$ cat config.mk
export PLATFORM = sky130hd
export DESIGN_NAME = dac_spi_multich
export DESIGN_NICKNAME = d
export VERILOG_FILES = /design/src/rtl/dac_spi_multich_pkg.sv /design/src/rtl/dac_spi_multich_spi_tx_shifter.sv /design/src/rtl/dac_spi_multich.sv
export SDC_FILE = /design/constraint.sdc
export NUM_CORES = 1
export LEC_CHECK = 0
export ABC_CLOCK_PERIOD_IN_PS = 7600
export CAP_MARGIN = 15
export CORE_ASPECT_RATIO = 1.4
export CORE_MARGIN = 2
export CORE_UTILIZATION = 50
export CTS_CLUSTER_SIZE = 20
export DETAILED_ROUTE_END_ITERATION = 10
export GPL_TIMING_DRIVEN = 0
export PLACE_DENSITY = 0.76
export SYNTH_ARGS = -nofsm -noshare
export SYNTH_HDL_FRONTEND = slang
export SYNTH_SLANG_ARGS = --single-unit
$ cat constraint.sdc
create_clock -name clk -period 7.6 [get_ports clk]
set_clock_uncertainty 0.05 [all_clocks]
set_input_delay 1.52 -clock clk [delete_from_list [all_inputs] [get_ports clk]]
set_output_delay 1.52 -clock clk [all_outputs]
set_load 0.005 [all_outputs]
$ cat src/rtl/dac_spi_multich_pkg.sv
`default_nettype none
//==============================================================================
// dac_spi_pkg: frame layout, FSM state type and round-robin helper for dac_spi_multich
// Revision: 1.0
//==============================================================================
package dac_spi_pkg;

  localparam int FRAME_W      = 16;
  localparam int DATA_FIELD_W = 12;
  localparam int ADDR_LSB     = 12;
  localparam int ADDR_FIELD_W = 3;
  localparam int CMD_BIT      = 15;
  localparam int MAX_CH       = 8;
  localparam int CH_IDX_W     = 3;

  typedef enum logic [2:0] {
    ST_WAIT_EN = 3'd0,
    ST_IDLE    = 3'd1,
    ST_LOAD    = 3'd2,
    ST_SHIFT   = 3'd3,
    ST_GAP     = 3'd4,
    ST_LDAC    = 3'd5
  } state_e;

  function automatic logic [FRAME_W-1:0] build_frame(
    input logic [ADDR_FIELD_W-1:0] addr,
    input logic [DATA_FIELD_W-1:0] data_lj
  );
    logic [FRAME_W-1:0] f;
    f                              = '0;
    f[CMD_BIT]                     = 1'b0;
    f[ADDR_LSB +: ADDR_FIELD_W]    = addr;
    f[DATA_FIELD_W-1:0]            = data_lj;
    return f;
  endfunction

  // Scans downward so the requester closest after 'last' is the one left in 'pick'.
  function automatic logic [CH_IDX_W-1:0] rr_pick(
    input logic [MAX_CH-1:0]   req,
    input logic [CH_IDX_W-1:0] last,
    input int                  num_ch
  );
    logic [CH_IDX_W-1:0] pick;
    int                  idx;
    pick = last;
    for (int k = num_ch; k >= 1; k--) begin
      idx = (int'(last) + k) % num_ch;
      if (req[idx[CH_IDX_W-1:0]]) pick = idx[CH_IDX_W-1:0];
    end
    return pick;
  endfunction

endpackage
`default_nettype wire

$ cat src/rtl/dac_spi_multich_spi_tx_shifter.sv
`default_nettype none
//==============================================================================
// spi_tx_shifter: serialises one 16-bit word MSB first, sclk idles high
// Revision: 1.0
//==============================================================================
module spi_tx_shifter
  import dac_spi_pkg::*;
#(
  parameter int CLK_DIV = 4
) (
  input  logic               clk,
  input  logic               rst_n,
  input  logic               start,
  input  logic [FRAME_W-1:0] word,
  output logic               sclk,
  output logic               dout,
  output logic               done
);

  localparam int DIV_W = (CLK_DIV > 1) ? $clog2(CLK_DIV) : 1;
  localparam int BIT_W = $clog2(FRAME_W);
  localparam logic [DIV_W-1:0] DIV_LAST = DIV_W'(CLK_DIV - 1);
  localparam logic [BIT_W-1:0] BIT_LAST = BIT_W'(FRAME_W - 1);

  logic               active_q, active_d;
  logic               sclk_q,   sclk_d;
  logic [FRAME_W-1:0] shreg_q,  shreg_d;
  logic [DIV_W-1:0]   div_q,    div_d;
  logic [BIT_W-1:0]   bit_q,    bit_d;

  always_comb begin
    active_d = active_q;
    sclk_d   = sclk_q;
    shreg_d  = shreg_q;
    div_d    = div_q;
    bit_d    = bit_q;
    done     = 1'b0;
    if (start && !active_q) begin
      active_d = 1'b1;
      shreg_d  = word;
      div_d    = '0;
      bit_d    = '0;
      sclk_d   = 1'b1;
    end else if (active_q) begin
      div_d = div_q + 1'b1;
      if (div_q == DIV_LAST) begin
        div_d = '0;
        if (sclk_q) begin
          sclk_d = 1'b0;
        end else begin
          sclk_d = 1'b1;
          if (bit_q == BIT_LAST) begin
            active_d = 1'b0;
            done     = 1'b1;
            shreg_d  = '0;
          end else begin
            bit_d   = bit_q + 1'b1;
            shreg_d = {shreg_q[FRAME_W-2:0], 1'b0};
          end
        end
      end
    end
  end

  always_ff @(posedge clk or negedge rst_n) begin
    if (!rst_n) begin
      active_q <= 1'b0;
      sclk_q   <= 1'b1;
      shreg_q  <= '0;
      div_q    <= '0;
      bit_q    <= '0;
    end else begin
      active_q <= active_d;
      sclk_q   <= sclk_d;
      shreg_q  <= shreg_d;
      div_q    <= div_d;
      bit_q    <= bit_d;
    end
  end

  // MSB is presented during the load cycle, before the shift register is filled.
  assign sclk = sclk_q;
  assign dout = active_q ? shreg_q[FRAME_W-1] : (start & word[FRAME_W-1]);

endmodule
`default_nettype wire

$ cat src/rtl/dac_spi_multich.sv
`default_nettype none
//==============================================================================
// dac_spi_multich: multi-channel DAC set-point holder with round-robin SPI writer
// Revision: 1.0
//==============================================================================
module dac_spi_multich
  import dac_spi_pkg::*;
#(
  parameter int NUM_CH    = 8,
  parameter int DATA_W    = 12,
  parameter int ADDR_W    = 3,
  parameter int CLK_DIV   = 4,
  parameter int SYNC_GAP  = 2,
  parameter int EN_DELAY  = 101,
  parameter int LDAC_MODE = 1
) (
  input  logic                     clk,
  input  logic                     rst_n,
  input  logic [NUM_CH-1:0]        ch_set,
  input  logic [NUM_CH*DATA_W-1:0] ch_value,
  output logic [NUM_CH-1:0]        ch_pending,
  output logic                     busy,
  output logic                     hen,
  output logic                     sync_n,
  output logic                     sclk,
  output logic                     dout,
  output logic                     ldac_n
);

  localparam int EN_W    = (EN_DELAY > 0) ? $clog2(EN_DELAY + 1) : 1;
  localparam int TMR_MAX = (SYNC_GAP > CLK_DIV) ? SYNC_GAP : CLK_DIV;
  localparam int TMR_W   = $clog2(TMR_MAX + 1);
  localparam logic [EN_W-1:0]  EN_LAST   = EN_W'(EN_DELAY);
  localparam logic [TMR_W-1:0] GAP_LAST  = TMR_W'(SYNC_GAP - 1);
  localparam logic [TMR_W-1:0] LDAC_LAST = TMR_W'(CLK_DIV - 1);
  localparam logic             LDAC_IDLE = (LDAC_MODE != 0);

  state_e                state_q,   state_d;
  logic [EN_W-1:0]       en_cnt_q,  en_cnt_d;
  logic                  hen_q,     hen_d;
  logic [NUM_CH-1:0]     pending_q, pending_d;
  logic [CH_IDX_W-1:0]   last_q,    last_d;
  logic [TMR_W-1:0]      tmr_q,     tmr_d;
  logic                  sync_n_q,  sync_n_d;
  logic                  busy_q,    busy_d;
  logic                  ldac_n_q,  ldac_n_d;
  logic [DATA_W-1:0]     shadow_q [NUM_CH];
  logic [DATA_W-1:0]     shadow_d [NUM_CH];

  logic [MAX_CH-1:0]       req_w;
  logic [CH_IDX_W-1:0]     grant_w;
  logic [ADDR_FIELD_W-1:0] addr_w;
  logic [DATA_FIELD_W-1:0] data_lj_w;
  logic [FRAME_W-1:0]      frame_w;
  logic                    tx_start_w;
  logic                    tx_done_w;

  generate
    for (genvar i = 0; i < NUM_CH; i++) begin : g_shadow
      assign shadow_d[i] = ch_set[i] ? ch_value[i*DATA_W +: DATA_W] : shadow_q[i];
    end
  endgenerate

  always_comb begin
    req_w               = '0;
    req_w[NUM_CH-1:0]   = pending_q;
    grant_w             = rr_pick(req_w, last_q, NUM_CH);
    addr_w              = '0;
    addr_w[ADDR_W-1:0]  = grant_w[ADDR_W-1:0];
    data_lj_w           = DATA_FIELD_W'(shadow_q[grant_w]) << (DATA_FIELD_W - DATA_W);
    frame_w             = build_frame(addr_w, data_lj_w);
  end

  assign tx_start_w = (state_q == ST_LOAD);

  // A set landing in the LOAD cycle re-arms the channel after the clear.
  always_comb begin
    pending_d = pending_q;
    last_d    = last_q;
    if (state_q == ST_LOAD) begin
      pending_d[grant_w] = 1'b0;
      last_d             = grant_w;
    end
    pending_d = pending_d | ch_set;
  end

  always_comb begin
    en_cnt_d = (en_cnt_q == EN_LAST) ? en_cnt_q : en_cnt_q + 1'b1;
    hen_d    = hen_q | (en_cnt_q == EN_LAST);
  end

  always_comb begin
    state_d = state_q;
    tmr_d   = tmr_q;
    case (state_q)
      ST_WAIT_EN: if (hen_q) state_d = ST_IDLE;
      ST_IDLE:    if (|pending_q) state_d = ST_LOAD;
      ST_LOAD:    state_d = ST_SHIFT;
      ST_SHIFT: begin
        if (tx_done_w) begin
          state_d = ST_GAP;
          tmr_d   = '0;
        end
      end
      ST_GAP: begin
        tmr_d = tmr_q + 1'b1;
        if (tmr_q == GAP_LAST) begin
          tmr_d = '0;
          if (|pending_q)          state_d = ST_LOAD;
          else if (LDAC_MODE != 0) state_d = ST_LDAC;
          else                     state_d = ST_IDLE;
        end
      end
      ST_LDAC: begin
        tmr_d = tmr_q + 1'b1;
        if (tmr_q == LDAC_LAST) begin
          tmr_d   = '0;
          state_d = ST_IDLE;
        end
      end
      default: state_d = ST_WAIT_EN;
    endcase

    // Outputs are registered from the next state so they leave the flops glitch-free.
    sync_n_d = !((state_d == ST_LOAD) || (state_d == ST_SHIFT));
    busy_d   = !((state_d == ST_IDLE) || (state_d == ST_WAIT_EN));
    ldac_n_d = LDAC_IDLE ? (state_d != ST_LDAC) : 1'b0;
  end

  always_ff @(posedge clk or negedge rst_n) begin
    if (!rst_n) begin
      state_q   <= ST_WAIT_EN;
      en_cnt_q  <= '0;
      hen_q     <= 1'b0;
      pending_q <= '0;
      last_q    <= CH_IDX_W'(NUM_CH - 1);
      tmr_q     <= '0;
      sync_n_q  <= 1'b1;
      busy_q    <= 1'b0;
      ldac_n_q  <= LDAC_IDLE;
      for (int i = 0; i < NUM_CH; i++) shadow_q[i] <= '0;
    end else begin
      state_q   <= state_d;
      en_cnt_q  <= en_cnt_d;
      hen_q     <= hen_d;
      pending_q <= pending_d;
      last_q    <= last_d;
      tmr_q     <= tmr_d;
      sync_n_q  <= sync_n_d;
      busy_q    <= busy_d;
      ldac_n_q  <= ldac_n_d;
      for (int i = 0; i < NUM_CH; i++) shadow_q[i] <= shadow_d[i];
    end
  end

  spi_tx_shifter #(
    .CLK_DIV (CLK_DIV)
  ) u_tx (
    .clk   (clk),
    .rst_n (rst_n),
    .start (tx_start_w),
    .word  (frame_w),
    .sclk  (sclk),
    .dout  (dout),
    .done  (tx_done_w)
  );

  assign ch_pending = pending_q;
  assign busy       = busy_q;
  assign hen        = hen_q;
  assign sync_n     = sync_n_q;
  assign ldac_n     = ldac_n_q;

endmodule
`default_nettype wire

==> flow_summary.rst, run 1 <==
.. list-table::
   :header-rows: 1

   * - Metric
     - Value
   * - Post-synthesis instance area
     - 8810 um2
   * - Overall die area
     - 18,700 um2
   * - Setup TNS
     - 0 ns
   * - Part of the total power dissipated in sequential elements
     - 0.436
   * - Type of the worst setup path
     - reg -> reg
   * - Pin count of the biggest net entering global routing
     - 83
   * - Ratio of total power to cell area
     - 188 nW/um2
   * - Antenna violations before repair
     - 0
   * - Actual transition at the worst max-transition pin
     - 0.792 ns
   * - Endpoint type of the worst setup path
     - flip-flop
   * - Number of max-slew violations in the final report
     - 0
   * - Quantity of gates resized following cts
     - 0
   * - Register area share after synthesis
     - 0.421
   * - FFs w/ async S/R, synth
     - 1.00
   * - H-tree depth
     - 4
   * - Fmax
     - 182 MHz
   * - Number of enable-type register cells in the synthesized netlist
     - 0
   * - Pre-Repair DR Iteration Count
     - 7
   * - Clock tree root driver cell
     - clkbuf_16
   * - Worst min path class
     - reg -> reg
   * - Leak Pwr
     - 4.26 nW
   * - Crit path arrival time
     - 5.76 ns
   * - Count of maximum capacitance violations
     - 0
   * - Number of global-route vias before repair
     - 7,241
   * - Utilization of the core after routing
     - 0.635
   * - Post-route DRC violation count
     - 0
   * - Port buffer count
     - 119
   * - Wire length of the first global-routing pass
     - 37,100 um
   * - DRT Wirelength
     - 23,400 um
   * - Layout overhead on the synthesized area
     - 24.9%
   * - Register area
     - 3710 um2
   * - Hold wc startpoint
     - u_tx.shreg_q[13]$_DFFE_PN0P_
   * - GRT Residual Overflow
     - 0
   * - Clock Pin Slew Worst Setup and Hold Paths
     - 0.06 ns
   * - First element of the critical path
     - last_q[0]$_DFFE_PN1P_
   * - Clock insertion delay at the later pin of the skew report
     - 0.43 ns
   * - Reported net switching power
     - 464 uW
   * - Result of the run
     - finished, final reports clean
   * - Start of the worst register-to-register path
     - last_q[0]$_DFFE_PN1P_
   * - Number of nets in the synthesized netlist
     - 899
   * - Total number of nets in the final design
     - 1,038
   * - Boundary pin count
     - 120
   * - Fraction of layout instances using a drive strength above 1
     - 0.198
   * - Post-CTS setup buffer count
     - 0
   * - First DRT Iteration DRCs
     - 702
   * - Ratio of routed vias to standard cells
     - 6.38
   * - Longest Clk Path Bufs
     - 2
   * - Combinational cell fraction of total power
     - 0.099
   * - Post-Syn Instances
     - 783
   * - Setup repair after global routing missed its margin
     - no
   * - CTS buffer count
     - 17
   * - Multi-input logic area
     - 4730 um2
   * - Sum of net half-perimeters after detailed placement
     - 16,800 um
   * - Max rail drop VDD
     - 0.145 mV
   * - Switching portion of total power
     - 0.225
   * - Number of synthesized register bits
     - 148
   * - Syn_area_per_cell
     - 11.2 um2
   * - Fillcell total
     - 1,384
   * - Headroom to the max-slew limit
     - 0.472
   * - Number of failing hold endpoints at the final stage
     - 0
   * - Final setup violating endpoints
     - 0
   * - Share of the synthesized area in the top cell type
     - 0.403
   * - Post-synth top flop
     - dfrtp_1
   * - Fin crit period
     - 5.50 ns
   * - Horiz. Die Dim
     - 116 um
   * - Post-synth top area cell
     - dfrtp_1
   * - Via Count
     - 7,473
   * - GRT Util Overall
     - 0.255
   * - Largest cells by area after synthesis
     - dfrtp_1 (40%), mux2_2 (13%), mux2i_1 (8.4%)
   * - Critical Path RT
     - 7.85 ns
   * - Kind of start point of the critical path
     - flip-flop
   * - Clock network fraction of design power
     - 0.465
   * - Netlist cell types
     - 65
   * - Standard-cell row count
     - 57
   * - Core Box Area
     - 17,300 um2
   * - Initial standard-cell utilization of the core
     - 0.508
   * - Antenna diodes
     - 0
   * - Post-DRT Antenna Nets
     - 0
   * - Final worst path period share
     - 0.724
   * - Vertical die dimension
     - 161 um
   * - Internal power
     - 1.60 mW
   * - Global placer's final weighted congestion
     - 0.915
   * - # clock sinks
     - 148
   * - Count of hold buffers inserted by post-cts repair
     - 0
   * - Clock tree from TritonCTS
     - yes
   * - Synth warn
     - 0
   * - Mean routed wirelength per cell
     - 20.0 um
   * - Critical path peak fanout
     - 10
## worst max-delay path, cell delays in order (launching register included)
cell	delay [ns]
dfstp_2	0.54
buf_6	0.13
buf_6	0.17
clkbuf_1	0.42
inv_1	0.21
clkbuf_1	0.29
buf_1	0.36
ha_1	0.41
buf_2	0.27
mux4_2	0.43
mux2_2	0.31
nand2_1	0.10
o21ai_2	0.08
mux2i_1	0.17
clkbuf_1	0.29
a221oi_1	0.51
mux2i_1	0.16
a222oi_1	0.35
nand2_1	0.10
## Yosys cell counts, drive strengths merged (4+ instances only)
| library cell | n |
|---|---|
| a21oi | 8 |
| nor3 | 5 |
| mux4 | 9 |
| nor2 | 27 |
| nand2b | 12 |
| a221oi | 73 |
| dfrtp | 142 |
| nand3 | 15 |
| o31ai | 4 |
| nand2 | 49 |
| dfstp | 6 |
| a222oi | 13 |
| clkbuf | 26 |
| xnor2 | 8 |
| a22oi | 24 |
| buf | 37 |
| and2 | 5 |
| o22ai | 25 |
| o21ai | 25 |
| o211ai | 25 |
| mux2 | 99 |
| ha | 10 |
| a221o | 6 |
| xor2 | 7 |
| mux2i | 76 |
| inv | 13 |
## power by group through the flow
stage               combinational [mW]  sequential, mW  clock [mW]
finish                           0.204           0.901       0.961
global route                     0.222           0.907        1.00
CTS                              0.205           0.899       0.967
detailed placement               0.203           0.912           0
global placement                 0.196           0.909           0
floorplan                        0.107           0.892           0
## stage by stage
stage          hold WS (ns)  setup slack (ns)  instance area [um2]  cells  power [mW]
6_report              0.442              2.10                11000   1171        2.07
2_1_floorplan         0.395              3.20                 8810    783       0.999
3_5_place_dp          0.428              2.25                10300   1139        1.12
4_1_cts               0.442              2.21                11000   1171        2.07
3_3_place_gp          0.415            -0.901                10300   1138        1.10
5_1_grt               0.459              1.79                11000   1171        2.13
## cells by family after synthesis
| logic type | share of synthesized area |
|---|---|
| and+or+nand+nor | 0.0673 |
| xor gates and xnor gates | 0.0196 |
| AOI/OAI and AO/OA | 0.198 |
| adders and majority gates | 0.0142 |
| muxes | 0.238 |
| buffers and inverters | 0.0416 |
| DFF | 0.421 |
## flip-flops by register name, summed over array words and instances, names as in the netlist, 3 cells and up
register / flops
ch_pending: 8
u_tx.shreg_q: 16
u_tx.bit_q: 4
last_q: 3
tmr_q: 3
state_q: 3
en_cnt_q: 7
shadow_q: 96
## layout make-up
cell class	instances	area share
Multi-Input combinational cell	559	0.430
Sequential cell	148	0.337
Timing Repair Buffer	120	0.111
Clock buffer	24	0.0465
Buffer	63	0.0289
Tap cell	236	0.0268
Clock inverter	8	0.0152
Inverter	13	0.00444
## path summary, 6_finish.rpt
path                                                 to  slack, ns  depth (start not counted)
max reg2reg                 u_tx.shreg_q[4]$_DFFE_PN0P_       2.10                         18
min reg2reg                u_tx.shreg_q[13]$_DFFE_PN0P_       0.44                          2
min                        u_tx.shreg_q[13]$_DFFE_PN0P_       0.44                          2
min in group asynchronous      shadow_q[58]$_DFFE_PN0P_       1.09                          1
max                         u_tx.shreg_q[4]$_DFFE_PN0P_       2.10                         18
max in group asynchronous              ldac_n$_DFF_PN1_       5.58                          2
## cell usage in the layout, fill, tap and decap left out, drive strengths merged, types with 25 or more instances in the layout
cell type / netlist / layout
a221oi: 73 / 73
buf: 37 / 39
clkbuf: 26 / 50
clkdlybuf4s50: 0 / 118
dfrtp: 142 / 142
mux2: 99 / 99
mux2i: 76 / 76
nand2: 49 / 49
nor2: 27 / 27
o211ai: 25 / 25
o21ai: 25 / 25
o22ai: 25 / 25
## routing by layer
metal,wire (um),global-route usage,vias to the layer above
met3,1200,0.0413,61
li1,-,-,3358
met5,0,0,-
met4,983,0.119,0
met1,9360,0.318,3752
met2,11900,0.428,302
No activity file was read; power rests on OpenSTA's default activity.
==> inputs of run 2 (changes only) <==
--- a/config.mk
+++ b/config.mk
@@ -5,7 +5,7 @@
 export SDC_FILE = /design/constraint.sdc
 export NUM_CORES = 1
 export LEC_CHECK = 0
-export ABC_CLOCK_PERIOD_IN_PS = 7600
+export ABC_CLOCK_PERIOD_IN_PS = 5440
 export CAP_MARGIN = 15
 export CORE_ASPECT_RATIO = 1.4
 export CORE_MARGIN = 2
==> constraint.sdc (replaced) <==
create_clock -name clk -period 5.44 [get_ports clk]
set_clock_uncertainty 0.05 [all_clocks]
set_input_delay 1.088 -clock clk [delete_from_list [all_inputs] [get_ports clk]]
set_output_delay 1.088 -clock clk [all_outputs]
set_load 0.005 [all_outputs]
==> flow_summary.rst, run 2 (synthesized netlist as in run 1, its figures left out) <==
.. list-table::
   :header-rows: 1

   * - Metric
     - Value
   * - Result of the run
     - finished, final reports clean (unchanged)
   * - Global placer's final weighted congestion
     - 0.915 (unchanged)
   * - GRT Residual Overflow
     - 0 (unchanged)
   * - Kind of start point of the critical path
     - flip-flop (unchanged)
   * - GRT Util Overall
     - 0.255 (unchanged)
   * - Overall die area
     - 18,700 um2 (unchanged)
   * - Critical path peak fanout
     - 10 (unchanged)
   * - Cells along the critical path
     - buf_6 > buf_6 > clkbuf_2 > inv_1 > clkbuf_1 > clkbuf_2 > ha_1 > buf_2 > mux4_2 > mux2_2 > nand2_1 > o21ai_2 > mux2i_1 > clkbuf_1 > a221oi_1 > mux2i_1 > a222oi_1 > nand2_1 (was buf_6 > buf_6 > clkbuf_1 > inv_1 > clkbuf_1 > buf_1 > ha_1 > buf_2 > mux4_2 > mux2_2 > nand2_1 > o21ai_2 > mux2i_1 > clkbuf_1 > a221oi_1 > mux2i_1 > a222oi_1 > nand2_1)
   * - Standard-cell row count
     - 57 (unchanged)
   * - Initial standard-cell utilization of the core
     - 0.508 (unchanged)
   * - Final setup violating endpoints
     - 0 (unchanged)
   * - Wire length of the first global-routing pass
     - 37,100 um (unchanged)
   * - Fillcell total
     - 1,381 (was 1,384)
   * - Mean routed wirelength per cell
     - 19.9 um (was 20.0 um)
   * - Fraction of layout instances using a drive strength above 1
     - 0.203 (was 0.198)
   * - Number of max-slew violations in the final report
     - 0 (unchanged)
   * - Post-route DRC violation count
     - 0 (unchanged)
   * - Core Box Area
     - 17,300 um2 (unchanged)
   * - Via Count
     - 7,453 (was 7,473)
   * - Antenna diodes
     - 0 (unchanged)
   * - Number of global-route vias before repair
     - 7,241 (unchanged)
   * - Place WS
     - 0.0913 ns (was 2.25 ns)
   * - Count of maximum capacitance violations
     - 0 (unchanged)
   * - Ratio of routed vias to standard cells
     - 6.36 (was 6.38)
   * - Post-route worst setup slack
     - 0.272 ns (was 2.10 ns)
   * - Longest Clk Path Bufs
     - 2 (unchanged)
   * - Sum of net half-perimeters after detailed placement
     - 16,800 um (unchanged)
   * - Final worst path period share
     - 0.950 (was 0.724)
   * - Number of instances on the worst hold path
     - 2 (unchanged)
   * - Endpoint type of the worst setup path
     - flip-flop (unchanged)
   * - Pin count of the biggest net entering global routing
     - 83 (unchanged)
   * - Highest-count cells in the layout ignoring fill and taps
     - dfrtp_1 (142), clkdlybuf4s50_1 (118), mux2_2 (98) (unchanged)
   * - Actual transition at the worst max-transition pin
     - 0.770 ns (was 0.792 ns)
   * - Ratio of total power to cell area
     - 262 nW/um2 (was 188 nW/um2)
   * - Crit path arrival time
     - 5.42 ns (was 5.76 ns)
   * - Critical Path RT
     - 5.70 ns (was 7.85 ns)
   * - Largest register by flop count
     - shadow_q (unchanged)
   * - Setup repair after global routing missed its margin
     - no (unchanged)
   * - Slowest stage cell on the critical path
     - dfstp_2 (unchanged)
   * - Slowest stage delay, CP
     - 0.54 ns (about the same)
   * - Post-CTS setup buffer count
     - 0 (unchanged)
   * - Clock Pin Slew Worst Setup and Hold Paths
     - 0.06 ns (about the same)
   * - Setup TNS
     - 0 ns (unchanged)
   * - Cell depth of the worst flop-to-flop path
     - 18 (unchanged)
   * - Worst min path class
     - reg -> reg (unchanged)
   * - Layout overhead on the synthesized area
     - 25.2% (was 24.9%)
   * - Number of failing hold endpoints at the final stage
     - 0 (unchanged)
   * - Hold wc startpoint
     - u_tx.shreg_q[13]$_DFFE_PN0P_ (unchanged)
   * - Fmax
     - 194 MHz (was 182 MHz)
   * - Quantity of gates resized following cts
     - 0 (unchanged)
   * - CTS buffer count
     - 17 (unchanged)
   * - Clock tree root driver cell
     - clkbuf_16 (unchanged)
   * - Fin crit period
     - 5.17 ns (was 5.50 ns)
   * - Count of hold buffers inserted by post-cts repair
     - 0 (unchanged)
   * - Max rail drop VDD
     - 0.197 mV (was 0.145 mV)
   * - Crit Reg-Reg Endpoint
     - u_tx.shreg_q[6]$_DFFE_PN0P_ (was u_tx.shreg_q[4]$_DFFE_PN0P_)
   * - Setup slack of the worst register-to-register path
     - 0.27 ns (was 2.10 ns)
   * - Clock insertion delay at the later pin of the skew report
     - 0.43 ns (about the same)
   * - Port buffer count
     - 119 (unchanged)
   * - Type of the worst setup path
     - reg -> reg (unchanged)
   * - Antenna violations before repair
     - 0 (unchanged)
   * - First DRT Iteration DRCs
     - 672 (was 702)
   * - Leak Pwr
     - 4.28 nW (was 4.26 nW)
   * - Pre-Repair DR Iteration Count
     - 7 (unchanged)
   * - DRT Wirelength
     - 23,300 um (was 23,400 um)
   * - Boundary pin count
     - 120 (unchanged)
   * - # clock sinks
     - 148 (unchanged)
   * - Start of the worst register-to-register path
     - last_q[0]$_DFFE_PN1P_ (unchanged)
   * - Clock tree from TritonCTS
     - yes (unchanged)
   * - Vertical die dimension
     - 161 um (unchanged)
   * - Max FFs per register
     - 96 (unchanged)
   * - H-tree depth
     - 4 (unchanged)
   * - Headroom to the max-slew limit
     - 0.487 (was 0.472)
   * - Post-DRT Antenna Nets
     - 0 (unchanged)
   * - Total number of nets in the final design
     - 1,038 (unchanged)
   * - Most common cell after layout, fill and taps aside
     - dfrtp_1 (unchanged)
   * - Horiz. Die Dim
     - 116 um (unchanged)
   * - Worst min-delay path endpoint
     - u_tx.shreg_q[13]$_DFFE_PN0P_ (unchanged)
[run 2: cell count changes in the layout (fill, tap and decap cells not counted)]
cell / delta
a221oi_2: +3
clkbuf_1: -1
buf_1: -1
clkbuf_2: +2
a221oi_1: -3
[run 2: how the worst max path moves through the flow]
stage	from	endpoint	slack, ns
after floorplan	last_q[0]$_DFFE_PN1P_	u_tx.shreg_q[10]$_DFFE_PN0P_	1.04
after global routing	last_q[0]$_DFFE_PN1P_	u_tx.shreg_q[6]$_DFFE_PN0P_	0.05
final	last_q[0]$_DFFE_PN1P_	u_tx.shreg_q[6]$_DFFE_PN0P_	0.27
after global placement	rst_n	tmr_q[0]$_DFFE_PN0P_	-2.63
after detailed placement	last_q[0]$_DFFE_PN1P_	u_tx.shreg_q[7]$_DFFE_PN0P_	0.09
after CTS	last_q[0]$_DFFE_PN1P_	u_tx.shreg_q[5]$_DFFE_PN0P_	0.05
[run 2: power breakdown]
part           switching, mW  internal (mW)
combinational          0.107          0.178
sequential            0.0856           1.17
clock                  0.455          0.886
total                  0.648           2.24
[run 2: worst max-delay path: cells and delay by family (launching register included)]
| family | cells | cell delay [ns] |
|---|---|---|
| fa+ha+maj | 1 | 0.36 |
| buf+inv | 8 | 1.86 |
| compound gates | 3 | 0.95 |
| simple gates | 2 | 0.19 |
| flops | 1 | 0.54 |
| mux | 4 | 1.08 |
[run 2: metal layers]
metal | track usage | up-vias | wire (um)
li1 | - | 3361 | -
met1 | 0.318 | 3741 | 9340
met2 | 0.428 | 289 | 11900
met3 | 0.0413 | 62 | 1180
met4 | 0.119 | 0 | 949
met5 | 0 | - | 0
[run 2: metrics by stage]
step	instance area (um2)	hold WS [ns]	utilization	std cells	power [mW]
floorplan	8810	0.395	-	783	1.40
global placement	10300	0.415	0.594	1138	1.54
detailed placement	10300	0.428	0.596	1139	1.56
CTS	11000	0.442	0.635	1171	2.89
global route	11000	0.459	0.636	1171	2.98
finish	11000	0.444	0.636	1171	2.89
[run 2: area by class of cell]
cell class | instances | area (um2) | area share
Buffer | 63 | 320 | 0.0291
Clock buffer | 24 | 512 | 0.0464
Clock inverter | 8 | 168 | 0.0152
Inverter | 13 | 48.8 | 0.00443
Multi-Input combinational cell | 559 | 4750 | 0.431
Sequential cell | 148 | 3710 | 0.337
Tap cell | 236 | 295 | 0.0268
Timing Repair Buffer | 120 | 1220 | 0.111
